`src/rtl/decoder_fec.sv`:
```
// Hamming(7,4) receive decoder: pairs of encoded FIFO words -> one corrected 32-bit message word.
// Optional statistics counters are built only when FEC_ERR_STATS_EN is defined.
module decoder_fec #(
    parameter int unsigned DATA_WIDTH = 32,
    parameter int unsigned CNT_WIDTH  = 16
) (
    input  logic                  clk,
    input  logic                  rst,
    input  logic                  enable,
    output logic                  rd_en,
    input  logic [DATA_WIDTH-1:0] rd_data,
    input  logic                  empty,
    output logic                  wr_en,
    output logic [DATA_WIDTH-1:0] wr_data,
    input  logic                  full,
    output logic                  busy,
    input  logic                  stat_clr,
    output logic [CNT_WIDTH-1:0]  corr_cnt,
    output logic [CNT_WIDTH-1:0]  word_cnt
);

    localparam int unsigned NUM_CW = 4;
    localparam int unsigned CW_W   = 7;
    localparam int unsigned NIB_W  = 4;
    localparam int unsigned HALF_W = NUM_CW * NIB_W;
    localparam int unsigned PAD_LO = NUM_CW * CW_W;

    typedef enum logic [1:0] {
        S_IDLE    = 2'd0,
        S_READ    = 2'd1,
        S_CAPTURE = 2'd2,
        S_WRITE   = 2'd3
    } state_t;

    state_t                r_state;
    state_t                w_state_nxt;
    logic                  r_half;
    logic [HALF_W-1:0]     r_low;
    logic [DATA_WIDTH-1:0] r_wr_data;
    logic [HALF_W-1:0]     w_dec_half;
    logic [NUM_CW-1:0]     w_corr_flag;

    // Returns {corrected, nibble} for one codeword; bit i-1 holds Hamming position i.
    function automatic logic [NIB_W:0] decode_cw(input logic [CW_W-1:0] cw_in);
        logic [CW_W-1:0] cw;
        logic [2:0]      syn;
        cw     = cw_in;
        syn[0] = cw[0] ^ cw[2] ^ cw[4] ^ cw[6];
        syn[1] = cw[1] ^ cw[2] ^ cw[5] ^ cw[6];
        syn[2] = cw[3] ^ cw[4] ^ cw[5] ^ cw[6];
        if (syn != 3'd0) begin
            cw = cw ^ (CW_W'(1) << (syn - 3'd1));
        end
        return {(syn != 3'd0), cw[6], cw[5], cw[4], cw[2]};
    endfunction

    always_comb begin
        w_dec_half  = '0;
        w_corr_flag = '0;
        for (int k = 0; k < NUM_CW; k++) begin
            logic [NIB_W:0] res;
            res = decode_cw(rd_data[CW_W*k +: CW_W]);
            w_corr_flag[k]                = res[NIB_W];
            w_dec_half[NIB_W*k +: NIB_W]  = res[NIB_W-1:0];
        end
    end

    always_ff @(posedge clk) begin
        if (rst) begin
            r_state <= S_IDLE;
        end else begin
            r_state <= w_state_nxt;
        end
    end

    // rd_en/wr_en decode straight from the state so the strobes match the FIFO handshakes.
    always_comb begin
        w_state_nxt = r_state;
        rd_en       = 1'b0;
        wr_en       = 1'b0;
        case (r_state)
            S_IDLE: begin
                if (enable && !empty) begin
                    w_state_nxt = S_READ;
                end
            end
            S_READ: begin
                rd_en       = 1'b1;
                w_state_nxt = S_CAPTURE;
            end
            S_CAPTURE: begin
                w_state_nxt = r_half ? S_WRITE : S_IDLE;
            end
            S_WRITE: begin
                if (!full) begin
                    wr_en       = 1'b1;
                    w_state_nxt = S_IDLE;
                end
            end
            default: w_state_nxt = S_IDLE;
        endcase
    end

    // Half-word pairing; a held low half survives enable dropping but not reset.
    always_ff @(posedge clk) begin
        if (rst) begin
            r_half    <= 1'b0;
            r_low     <= '0;
            r_wr_data <= '0;
        end else if (r_state == S_CAPTURE) begin
            if (r_half) begin
                r_wr_data <= {w_dec_half, r_low};
                r_half    <= 1'b0;
            end else begin
                r_low  <= w_dec_half;
                r_half <= 1'b1;
            end
        end
    end

    assign wr_data = r_wr_data;
    assign busy    = (r_state != S_IDLE) || r_half;

`ifdef FEC_ERR_STATS_EN
    localparam int unsigned SUM_W = CNT_WIDTH + 1;

    logic [CNT_WIDTH-1:0] r_corr_cnt;
    logic [CNT_WIDTH-1:0] r_word_cnt;
    logic [2:0]           w_corr_num;
    logic [SUM_W-1:0]     w_corr_sum;
    logic                 w_unused;

    always_comb begin
        w_corr_num = '0;
        for (int k = 0; k < NUM_CW; k++) begin
            w_corr_num = w_corr_num + 3'(w_corr_flag[k]);
        end
    end

    assign w_corr_sum = {1'b0, r_corr_cnt} + SUM_W'(w_corr_num);

    // Saturating statistics; clear wins over a same-cycle increment.
    always_ff @(posedge clk) begin
        if (rst || stat_clr) begin
            r_corr_cnt <= '0;
            r_word_cnt <= '0;
        end else begin
            if (r_state == S_CAPTURE) begin
                r_corr_cnt <= w_corr_sum[CNT_WIDTH] ? '1 : w_corr_sum[CNT_WIDTH-1:0];
            end
            if (wr_en && (r_word_cnt != '1)) begin
                r_word_cnt <= r_word_cnt + CNT_WIDTH'(1);
            end
        end
    end

    assign corr_cnt = r_corr_cnt;
    assign word_cnt = r_word_cnt;
    assign w_unused = ^rd_data[DATA_WIDTH-1:PAD_LO];
`else
    logic w_unused;

    assign corr_cnt = '0;
    assign word_cnt = '0;
    assign w_unused = ^{stat_clr, w_corr_flag, rd_data[DATA_WIDTH-1:PAD_LO]};
`endif

endmodule
```
`config.mk`:
```
export PLATFORM = sky130hd
export DESIGN_NAME = decoder_fec
export DESIGN_NICKNAME = d
export VERILOG_FILES = /design/src/rtl/decoder_fec.sv
export SDC_FILE = /design/constraint.sdc
export NUM_CORES = 1
export LEC_CHECK = 0
export CAP_MARGIN = 20
export CORE_MARGIN = 3
export CORE_UTILIZATION = 50
export CTS_CLUSTER_SIZE = 8
export DETAILED_ROUTE_END_ITERATION = 8
export PLACE_DENSITY = 0.86
export SLEW_MARGIN = 20
export SYNTH_ARGS = -nofsm -noshare
export SYNTH_HDL_FRONTEND = slang
export SYNTH_SLANG_ARGS = --single-unit
```
`constraint.sdc`:
```
create_clock -name clk -period 5.64 [get_ports clk]
set_input_delay 0.564 -clock clk [delete_from_list [all_inputs] [get_ports clk]]
set_output_delay 0.564 -clock clk [all_outputs]
set_load 0.005 [all_outputs]
```
---- Word level (Yosys, flattened, before mapping) ----
Cells that the tools add are included.
operators by class
  add/sub/neg operators ................... 4
  reduce and logical (&&, ||, !) cells .... 12
  eq/ne operators ......................... 5
  mux-type cells .......................... 12
  bitwise logic cells ..................... 41
  shifts and indexed selects .............. 4
operators with widths
  kind                   count
  $xor A1 B1 Y1          36
  $mux W7                4
  $shl A1 B3 Y7 const A  4
  $xor A7 B7 Y7          4
  $reduce_bool A3 Y1     4
  $sub A3 B1 Y3 const B  4
  $pmux W2 S4            1
  $mux W2                3
  $reduce_and A2 Y1      3
  $eq A2 B2 Y1 const B   2
  $mux W1                4
  $ne A2 B2 Y1 const B   2
  $eq A2 B1 Y1 const B   1
  $logic_not A2 Y1       1
  $reduce_bool A2 Y1     1
  $logic_and A1 B1 Y1    1
  $logic_not A1 Y1       1
  $logic_or A1 B1 Y1     1
  $not A1 Y1             1
word-level totals
  word-level logic and storage cells ...... 82
  output and inout port bits .............. 67
  bits in registers ....................... 51
  input bits .............................. 38

---- Depth between registers and ports, before layout ----
  depth after elaboration ................. 7
  mapped depth ............................ 9
  depth with buffers taken out ............ 8

---- Worst setup path before layout ----
Ideal clock, no wire load.
  path type ............................... in2reg
  start point ............................. input rd_data[11]
  end point ............................... register r_low[5]
  stages on the path ...................... 8
  setup slack ............................. 3.079 ns
  arrival ................................. 2.470 ns
  setup time .............................. 0.091 ns
  required time ........................... 5.549 ns
  cells stage by stage .................... buf_6 -> xnor2_4 -> xor2_1 -> nor2_1 -> ha_1 -> or2_0 -> or4_1 -> a311oi_1
on the way
  word-level cells in the longest chain between the ends .. 7
  elaborated cells on any way between the ends .. 10
  classes of those cells .................. add/sub (1); shift (1); mux (1); bitwise (6); reduce/logical (1)
RTL lines
  what                         RTL line  RTL
  start, declared              11        input logic [DATA_WIDTH-1:0] rd_data,
  $xor A1 B1 Y1 (3 in series)  50        syn[2] = cw[3] ^ cw[4] ^ cw[5] ^ cw[6];
  $sub A3 B1 Y3                52        cw = cw ^ (CW_W'(1) << (syn - 3'd1));
  $shl A1 B3 Y7                52
  $xor A7 B7 Y7                52
  $mux W7 *                    51        if (syn != 3'd0) begin
  end signal, assigned         115       r_low <= w_dec_half;
  end, declared                38        logic [HALF_W-1:0] r_low;
Every way passes the cells marked *; elsewhere a longest branch is shown, timed or not.
A chain may end at the register's enable or synchronous reset.

---- Final worst setup path ----
  start point ............................. input rd_data[13]
  end point ............................... register r_low[6]
on the way
  word-level cells in the longest chain between the ends .. 5
  elaborated cells on any way between the ends .. 8
  classes of those cells .................. add/sub (1); shift (1); mux (1); bitwise (4); reduce/logical (1)
RTL lines
  what                              RTL line
  $xor A1 B1 Y1 (on tied branches)  48, 49, 50
  $sub A3 B1 Y3                     52
  $shl A1 B3 Y7                     52
  $xor A7 B7 Y7                     52
  $mux W7 *                         51
Marks and branches as above.

==> results.txt <==
Remaining number of nets flagged by the antenna check after routing: 0
Post-Synthesis Cell Area: 3210 µm²
Fmax: 309 MHz
Fin. Hold Viols: 0
Detailed Routing Iterations Pass 1: 4
Startpoint kind of the worst setup timing path: input port
Post-synth top area cell: dfxtp_1
# diodes: 0
P&R area growth vs syn: 18.2%
CP Class: input port to flop
Clock power frac: 0.246
Horizontal extent of the die: 86.2 µm
Crit share post-route: 0.574
Post-CTS setup buffers: 0
Placed wire-length estimate: 5.14 mm
Number of buffers created by CTS: 5
Fraction of synthesized cell area taken by the top area cell type: 0.318
# nets final: 459
Leak pwr: 1.37 nW
Simple-gate portion of the synthesized area: 0.227
Worst-case register-to-register setup slack: 3.73 ns
Detailed-route via count: 2880
Row cnt: 28
Proportion of power drawn by combinational gates: 0.278
Cell count after synthesis: 372
Dominant cells by area after synthesis: dfxtp_1 (32%), nand4_1 (8.6%), buf_4 (7.5%)
Peak supply drop: 0.000112 V
Maximum root-to-sink buffer count: 2
Post-Synth Adder-Cell Area: 0.0156
Leading register cell type out of synthesis: dfxtp_1
Post-Synth XOR/XNOR Area: 0.130
Clock sink count: 51
Initial DRC count: 154
Core area: 6060 µm²
Outcome: finished, final reports clean
Clock tree from TritonCTS: done
Power share of the sequential group: 0.476
Number of distinct library cells after synthesis: 38
Placed Instances: 485
Met2 routed WL: 3.56 mm
Average cell area after synthesis: 8.64 µm²
Congestion Overflow GR: 0
Port Buffer Count: 67
Sw Ratio: 0.312
Count of boundary I/O pins: 105
Worst Path Max Fanout: 7
Wire length of the first global-routing pass: 11.5 mm
Number of cells upsized or downsized after cts: 0
DRC violations left: 0
Reg clk slew, reported paths: 0.09 ns
Met1 wire length: 2.96 mm
Wire length after detailed routing: 7.03 mm
Cell chosen for the clock root: clkbuf_8
Minimum period implied by the final worst setup slack: 3.24 ns
Starting density of the core: 0.530
Register bit total from synthesis: 51
Sw power: 0.241 mW
Finished Layout Cells: 491
Hold buffers post-CTS: 0
Number of levels in the clock H-tree: 2
Synthesis Warnings: 0
Critical path arrival: 3.43 ns
Most instantiated cells after synthesis: dfxtp_1 (51), nand4_1 (44), nand3_1 (36)
Pins over their slew limit: 0
Number of maximum-capacitance violations: 0
Setup repair after global routing missed its margin: false
Proportion of synthesized chip area in sequential cells: 0.318
Worst-case headroom to the max-slew limit: 0.405
Global placement routability congestion: 0.896
Height of the die: 86.2 µm
Slowest stage cell, crit path: clkdlybuf4s50_1
Vias/cell: 5.87
Most common cell in the netlist: dfxtp_1
Mux share of post-synthesis cell area: 0
Wire length on met3: 482 µm
Data required time at the worst endpoint: 5.83 ns
Fraction of registers with async set or reset after synthesis: 0
Chain of cells forming the critical path: clkdlybuf4s50_1 > xor2_4 > xnor2_1 > nor2_1 > ha_1 > or2_0 > or4_1 > a311oi_1
Slowest Stage Delay on Critical Path: 0.69 ns
Slew @ Worst Pin: 0.890 ns
EDFF count, synth: 0
Share of layout cells above drive strength 1: 0.0409
Routed wire per std cell: 14.3 µm
Initial antenna violation count: 0
Power Internal: 0.533 mW
Post-synthesis compound-gate area fraction: 0.183
Uppermost metal layer occupied by signal nets: met4
Class of the tightest hold or removal check: flop to flop
PD cells: 204 nW/µm²
Worst Skew: 0.00650 ns
Total die area: 7430 µm²
Maximum number of pins on one net before global-route repair: 33
Main combinational cell family by area after synthesis: simple AND/OR/NAND/NOR gates
Setup total negative slack: 0 ns
Overall global routing resource usage: 0.187
Via count of the first global-routing pass: 2534
Number of setup violations in the final report: 0
Setup crit end kind: flop
Later-pin clock latency in the skew report: 0.29 ns
[layout by cell type (no fill, tap or decap), types with 3 or more instances in the layout]
master	count
nand3_1	36
buf_4	3
xor2_1	12
nand4_1	44
nor2b_1	5
nor2_1	24
clkbuf_8	5
ha_1	4
a211o_1	14
clkdlybuf4s50_1	67
xnor2_2	3
conb_1	32
a22o_1	16
a311oi_1	16
a21oi_1	3
a21o_1	14
nand2_1	18
dfxtp_1	51
xnor2_1	24
[critical path, delay by kind of cell]
kind	cells	cell delay, ns
simple gates	3	0.85
xor+xnor	2	0.70
buf+inv	1	0.69
compound gates	1	0.29
fa+ha+maj	1	0.33
[routing by layer]
metal,GRT usage,up-vias
met2,0.325,116
met3,0.0428,6
met5,0,-
li1,-,1406
met4,0.0482,0
met1,0.234,1352
[path summary, 6_finish.rpt]
check / start / end / cells after the start
worst min-delay path: r_low[8]$_SDFFE_PP0P_ / wr_data[8]$_SDFFE_PP0P_ / 1
worst min register to register: r_low[8]$_SDFFE_PP0P_ / wr_data[8]$_SDFFE_PP0P_ / 1
worst max-delay path: rd_data[13] / r_low[6]$_SDFFE_PP0P_ / 8
worst max register to register: r_state[0]$_SDFFE_PP0P_ / wr_data[21]$_SDFFE_PP0P_ / 5
[power groups by stage]
stage	clock [mW]	sequential, mW	combinational [mW]
2_1_floorplan	0	0.376	0.178
3_3_place_gp	0	0.377	0.201
3_5_place_dp	0	0.378	0.211
4_1_cts	0.196	0.369	0.212
5_1_grt	0.212	0.370	0.238
6_report	0.190	0.369	0.215
[registers in the layout, summed over array words and instances, names as in the netlist]
name	cells
r_half	1
wr_data	32
r_state	2
r_low	16
[layout make-up]
cell class	instances	area, µm²
Clock buffer	6	72.6
Tap cell	75	93.8
Fill cell	521	2260
Inverter	1	3.75
Multi-Input combinational cell	288	1910
Timing Repair Buffer	70	693
Sequential cell	51	1020
[per-stage QoR]
step / hold slack, ns / worst slack, ns / utilization / area, µm² / power [mW]
floorplan: 0.450 / 3.08 / - / 3330 / 0.554
global placement: 0.454 / 2.23 / 0.615 / 3730 / 0.578
CTS: 0.481 / 2.41 / 0.627 / 3800 / 0.777
detailed placement: 0.454 / 2.12 / 0.615 / 3730 / 0.588
finish: 0.477 / 2.40 / 0.627 / 3800 / 0.775
global route: 0.494 / 2.22 / 0.627 / 3800 / 0.820
[logic make-up after synthesis]
logic type	after synthesis
AND/OR/NAND/NOR	139
AO/OA/AOI/OAI	72
buffers and inverters	64
flip-flops	51
XOR/XNOR	41
adder cells (fa/ha/maj)	4
other	1
Note: power is estimated with default switching activity, not from simulation.
